<file path="src/rtl/rfd_multichan_sample_counter.sv">
// Multi-channel RFD sample counter.
// NCH independent counters, each wrapping at its own terminal count, with a
// per-channel continuous/one-shot mode, sticky one-shot completion, per-channel
// and global synchronous clears, and registered aggregate flags.
module rfd_multichan_sample_counter #(
  parameter int unsigned NCH      = 4,
  parameter int unsigned CTR_SIZE = 10
) (
  input  logic                    clk,
  input  logic                    rstn,
  input  logic [NCH-1:0]          en,
  input  logic [NCH-1:0]          clr,
  input  logic                    sync_clr,
  input  logic [NCH-1:0]          oneshot,
  input  logic [NCH*CTR_SIZE-1:0] sample_max,
  output logic [NCH-1:0]          timeout,
  output logic [NCH-1:0]          last_sample_cnt,
  output logic [NCH-1:0]          done,
  output logic [NCH*CTR_SIZE-1:0] count,
  output logic                    any_timeout,
  output logic                    all_done
);

  logic [CTR_SIZE-1:0] cnt_q [NCH];
  logic [CTR_SIZE-1:0] cnt_d [NCH];
  logic [CTR_SIZE-1:0] max_w [NCH];
  logic [NCH-1:0]      done_q, done_d;
  logic [NCH-1:0]      timeout_q, timeout_d;
  logic [NCH-1:0]      kill, term, armed;
  logic                any_timeout_q, all_done_q;

  // Unpack the per-channel terminal counts.
  always_comb begin
    for (int i = 0; i < NCH; i++) begin
      max_w[i] = sample_max[i*CTR_SIZE +: CTR_SIZE];
    end
  end

  // Per-channel decode: clear, terminal (>= so a lowered max wraps at once), armed.
  always_comb begin
    kill  = '0;
    term  = '0;
    armed = '0;
    for (int i = 0; i < NCH; i++) begin
      kill[i]  = clr[i] | sync_clr;
      term[i]  = (cnt_q[i] >= max_w[i]);
      armed[i] = ~done_q[i];
    end
  end

  // Next-state per channel; clear beats everything, then wrap, then increment.
  always_comb begin
    done_d    = done_q;
    timeout_d = '0;
    for (int i = 0; i < NCH; i++) begin
      cnt_d[i] = cnt_q[i];
      if (kill[i]) begin
        cnt_d[i]  = '0;
        done_d[i] = 1'b0;
      end else if (en[i] && armed[i] && term[i]) begin
        cnt_d[i]     = '0;
        timeout_d[i] = 1'b1;
        // Mode is only consulted at the wrap itself.
        if (oneshot[i]) begin
          done_d[i] = 1'b1;
        end
      end else if (en[i] && armed[i]) begin
        cnt_d[i] = cnt_q[i] + 1'b1;
      end
    end
  end

  // Counter, flag and aggregate registers.
  always_ff @(posedge clk or negedge rstn) begin
    if (!rstn) begin
      for (int i = 0; i < NCH; i++) begin
        cnt_q[i] <= '0;
      end
      done_q        <= '0;
      timeout_q     <= '0;
      any_timeout_q <= 1'b0;
      all_done_q    <= 1'b0;
    end else begin
      for (int i = 0; i < NCH; i++) begin
        cnt_q[i] <= cnt_d[i];
      end
      done_q        <= done_d;
      timeout_q     <= timeout_d;
      // Aggregates are built from next-state so they line up with the per-channel flags.
      any_timeout_q <= |timeout_d;
      all_done_q    <= &done_d;
    end
  end

  // Output packing; last_sample_cnt is a pure decode independent of en.
  always_comb begin
    count = '0;
    for (int i = 0; i < NCH; i++) begin
      count[i*CTR_SIZE +: CTR_SIZE] = cnt_q[i];
    end
  end

  assign last_sample_cnt = term & armed;
  assign timeout         = timeout_q;
  assign done            = done_q;
  assign any_timeout     = any_timeout_q;
  assign all_done        = all_done_q;

endmodule
</file>
<file path="config.mk">
export PLATFORM = sky130hd
export DESIGN_NAME = rfd_multichan_sample_counter
export DESIGN_NICKNAME = d
export VERILOG_FILES = /design/src/rtl/rfd_multichan_sample_counter.sv
export SDC_FILE = /design/constraint.sdc
export NUM_CORES = 1
export LEC_CHECK = 0
export ABC_AREA = 1
export CELL_PAD_IN_SITES_DETAIL_PLACEMENT = 0
export CELL_PAD_IN_SITES_GLOBAL_PLACEMENT = 1
export CORE_MARGIN = 5
export CORE_UTILIZATION = 34
export CTS_CLUSTER_SIZE = 10
export DETAILED_ROUTE_END_ITERATION = 12
export GPL_ROUTABILITY_DRIVEN = 0
export PLACE_DENSITY_LB_ADDON = 0.1
export SLEW_MARGIN = 20
export SYNTH_ARGS = -nofsm -noshare
export SYNTH_HDL_FRONTEND = slang
export SYNTH_SLANG_ARGS = --single-unit
</file>
<file path="constraint.sdc">
create_clock -name clk -period 2 [get_ports clk]
set_input_delay 0.2 -clock clk [delete_from_list [all_inputs] [get_ports clk]]
set_output_delay 0.2 -clock clk [all_outputs]
set_load 0.03 [all_outputs]
</file>
# --- Word level (Yosys, flattened, before mapping) ---
# Index checks and enable logic that the tools add are counted.
# Widths: inputs -> output; s select.
classes:
  reduce_logical: 14
  bitwise_logic: 9
  add_sub_neg: 4
  n_lt_le_gt_ge: 4
  muxes: 32
ops:
  columns: ["cell", "count"]
  rows:
  - ["$mux 10", 12]
  - ["$add 10x1->10 const B", 4]
  - ["$ge 10x10->1", 4]
  - ["$mux 1", 20]
  - ["$reduce_bool 3->1", 4]
  - ["$logic_and 1x1->1", 8]
  - ["$and 4x4->4", 1]
  - ["$not 1->1", 4]
  - ["$or 1x1->1", 4]
  - ["$reduce_and 4->1", 1]
  - ["$reduce_or 4->1", 1]
totals:
  wordCells: 71
  inputBits: 55
  out_inout_bits: 54
  regBits: 50

# --- Depth between registers and ports, before layout ---
depth:
  ltp_word: 6
  ltp_mapped: 13
  mapped_depth_nobuf: 13

# --- Worst setup path after synthesis ---
# OpenSTA, ideal clock, no wires.
synth_path:
  kind: "register -> output"
  from: "register cnt_q, in the netlist count[17]"
  to: "output last_sample_cnt[1]"
  arrival_ns: 1.533
  slack_ns: 0.267
  path_buffers: 0
  t_required_ns: 1.800
  stages_incl_launch_ff: 8
  cell_sequence: "dfrtp_1 ha_1 nand2_1 nor2_1 nand3_1 nand3_2 nand2_1 inv_1"
synth_between:
  elab_chain_cells: 2
synth_rtl:
  columns: ["item", "line", "source"]
  rows:
  - ["start: declaration", "24", "logic [CTR_SIZE-1:0] cnt_q [NCH];"]
  - ["start signal: indexed assignment", "85", "cnt_q[i] <= cnt_d[i];"]
  - ["$ge 10x10->1", "46", "term[i] = (cnt_q[i] >= max_w[i]);"]
  - ["$and 4x4->4", "103", "assign last_sample_cnt = term & armed;"]
  - ["end: declaration", "17", "output logic [NCH-1:0] last_sample_cnt,"]
# Every way passes these cells.

# --- Worst setup path in the final report ---
layout_path:
  from: "register cnt_q, in the netlist count[9]"
  to: "output last_sample_cnt[0]"
# The elaborated chain is that of the path after synthesis.

==> impl_results.md <==
* Crit-path leading delay family: simple AND/OR/NAND/NOR gates
* Die Area at between 10000 and 15000 µm²
* Clk_skew at 12.50 ps
* Clock Latency Late Sink at 300 ps
* Post-route minimum period at between 1500 and 2000 ps
* Maximum vdd drop at 0.2433 mV
* Critical path arrival at around 1700 ps
* Worst Setup Path Type: reg -> out
* IO Pins at 109
* Commonest cells in the synthesized netlist: nand2_1, inv_1, dfrtp_1, ha_1, nand3_1
* Worst hold margin at just over 400 ps
* CP peak stage delay at ~410 ps
* Pins Over Slew Limit at 0
* Post-synth EDFFs at 0
* Starting Density at between 30% and 40%
* Least-Margin Pin Slew at around 530 ps
* Cells after synthesis at between 500 and 600
* DP HPWL at 7949 µm
* Global route overflow at 0
* Layout cell share with drive strength beyond 1 at 19.28%
* Post-synthesis sequential area ratio at between 30% and 40%
* Synth top area share at approximately 33%
* Synth warn at 0
* DR vias/cell at 4.575
* Clk slew on worst S/H paths at 100 ps
* Max-slew headroom at approximately 64%
* Avg WL per Cell at roughly 13 µm
* Largest fanout on the critical path at 3
* Final setup viols at 0
* N_diodes at 0
* Predominant post-synthesis flop cell: dfrtp_1
* Final Cell Area at 5605 µm²
* Hold Crit Class: in -> async
* Final Hold Fails at 0
* Mapped Area at ~3800 µm²
* H-tree depth at 2
* Via count at roughly 3700
* CTS Root Cell: clkbuf_8
* Final period utilization at 95.90%
* Fmax at 521.4 MHz
* Required @ worst endpoint at between 1500 and 2000 ps
* Floorplan row count at 38
* DIE HEIGHT at 115.4 µm
* Worst setup SP type: flip-flop
* Sum of buffers and inverters on the critical path at 2
* Pleak at 2.775 nW
* CTS max path bufs at 2
* Most frequent cell after synthesis: nand2_1
* Synth cell types at 33
* CTS tree: built
* Largest net degree at the start of global routing at 31
* Num Clock Sinks at 50
* 1st-pass router iterations at 7
* Cell Count Post-Placement at around 760
* Nets at 762
* Status: complete, no violations
* Fraction of registers with async set/reset at between 90% and 100%
* Max_cap viols at 0
* Die width at between 100 and 150 µm
* Most common cell on crit path: nand2_1
* Vias in the first global route at about 3600
* Syn_nets at slightly above 600
* Post-synth top area cell: dfrtp_1
* Post-route antenna net violation count at 0
* Critical-path top delay cell: dfrtp_1
* Critical path cell sequence: ha_1, nand2_1, nor2_2, nand3_1, nand3_2, nand2_1, inv_1, buf_6
* Ranking of synthesized cells by area: dfrtp_1, ha_1, nand2_1
* Total clock buffers created by CTS at 5
* Final total power at just under 2 mW
* Pwr dens at 350.4 nW/µm²
* DRT iter0 DRCs at 85
* Syn Area/Cell at roughly 7.5 µm²
* Initial antenna violation count at 0
* First-pass GRT wire length at ~16000 µm
* Post-Layout Cell Count at approximately 800
* Routed wire length at roughly 10000 µm
* Number of I/O port buffers at around 110
* Yosys reg bits at 50
* Placed Instance Area at between 5000 and 6000 µm²
* Synth-to-Final Area Change at 48.49%
* Worst setup EP type: output pin
* Overall routing resource usage at 15.03%
* CORE AREA at between 10000 and 15000 µm²
* Drc violations at 0
-- report_power, final --
group / leakage, nW / internal [mW] / switching (mW) / total, mW
logic: 2.05 / 0.172 / 0.166 / 0.338
clock network: 0.0441 / 0.247 / 0.358 / 0.605
registers: 0.681 / 1.02 / 0.00524 / 1.02
total: 2.78 / 1.43 / 0.530 / 1.96
-- kinds of logic (layout without fill, tap and decap cells) --
group,Yosys count,count (layout),synth area share (%)
simple gates,226,226,29.10
buf+inv,113,271,11.40
compound gates,62,62,9.215
flops,50,50,33.15
fa+ha+maj,44,44,14.58
xor+xnor,11,11,2.552
-- worst reg2reg max path, delay by kind of cell, from the launching register on --
kind	cells	cell delay, ps
buf+inv	3	330
fa+ha+maj	1	290
compound gates	1	60
flops	1	430
simple gates	8	570
-- repair_timing --
action,4_1_cts,5_1_grt
resized for setup,6,35
pin swaps,5,10
endpoints found under the setup margin,4,4
hold endpoints to repair,20,0
setup buffers,15,17
hold buffers,1,0
-- registers in the layout (all words and copies together), names as in the netlist --
| register | cells |
|---|---|
| count | 40 |
| timeout | 4 |
| any_timeout | 1 |
| all_done | 1 |
| done | 4 |
-- routing by layer --
layer | track usage, % | part of all wire (%) | up-vias
met5 | 0 | 0 | -
met4 | 3.130 | 0.64 | 0
met3 | 3.053 | 5.3 | 8
met2 | 27.39 | 51 | 81
met1 | 18.29 | 43 | 1659
li1 | - | - | 1930
-- metrics by stage --
| stage | TNS, ps | util [%] | setup slack [ps] |
|---|---|---|---|
| floorplan | 0 | - | 266.6 |
| detailed placement | 0 | 47.06 | 9.412 |
| finish | 0 | 51.71 | 82.00 |
| CTS | -22.74 | 49.20 | -22.74 |
| global route | -80.65 | 51.71 | -48.69 |
| global placement | 0 | 47.06 | 22.15 |
-- cells in the final DEF, fill, tap and decap left out, drive strengths merged, types with 3 or more instances in the layout --
cell	instances
o21ai	26
o22ai	3
nand4	12
o211ai	3
a21oi	20
xor2	10
nand2	119
a22oi	4
dfrtp	50
ha	44
buf	49
clkdlybuf4s50	103
nand3	42
nor3	8
inv	110
nor2	41
a21o	3
clkbuf	5
-- cell type report --
type / count / area (µm²)
Tap cell: 140 / 175.2
Clock buffer: 5 / 68.82
Inverter: 110 / 412.9
Clock inverter: 3 / 21.27
Fill cell: 1088 / 5235
Multi-Input combinational cell: 343 / 2238
Sequential cell: 50 / 1262
Timing Repair Buffer: 153 / 1426
-- final timing paths --
kind,from,endpoint,slack [ps],cells after the start
worst max-delay path,count[9],last_sample_cnt[0],80,8
worst min-delay path,rstn,count[23],410,2
worst max register to register,count[35],count[30],270,13
worst min register to register,count[0],count[0],560,3
max in group asynchronous,rstn,count[2],1030,3
min in group clk,oneshot[2],done[2],490,3
(Power assumes the default switching activity.)
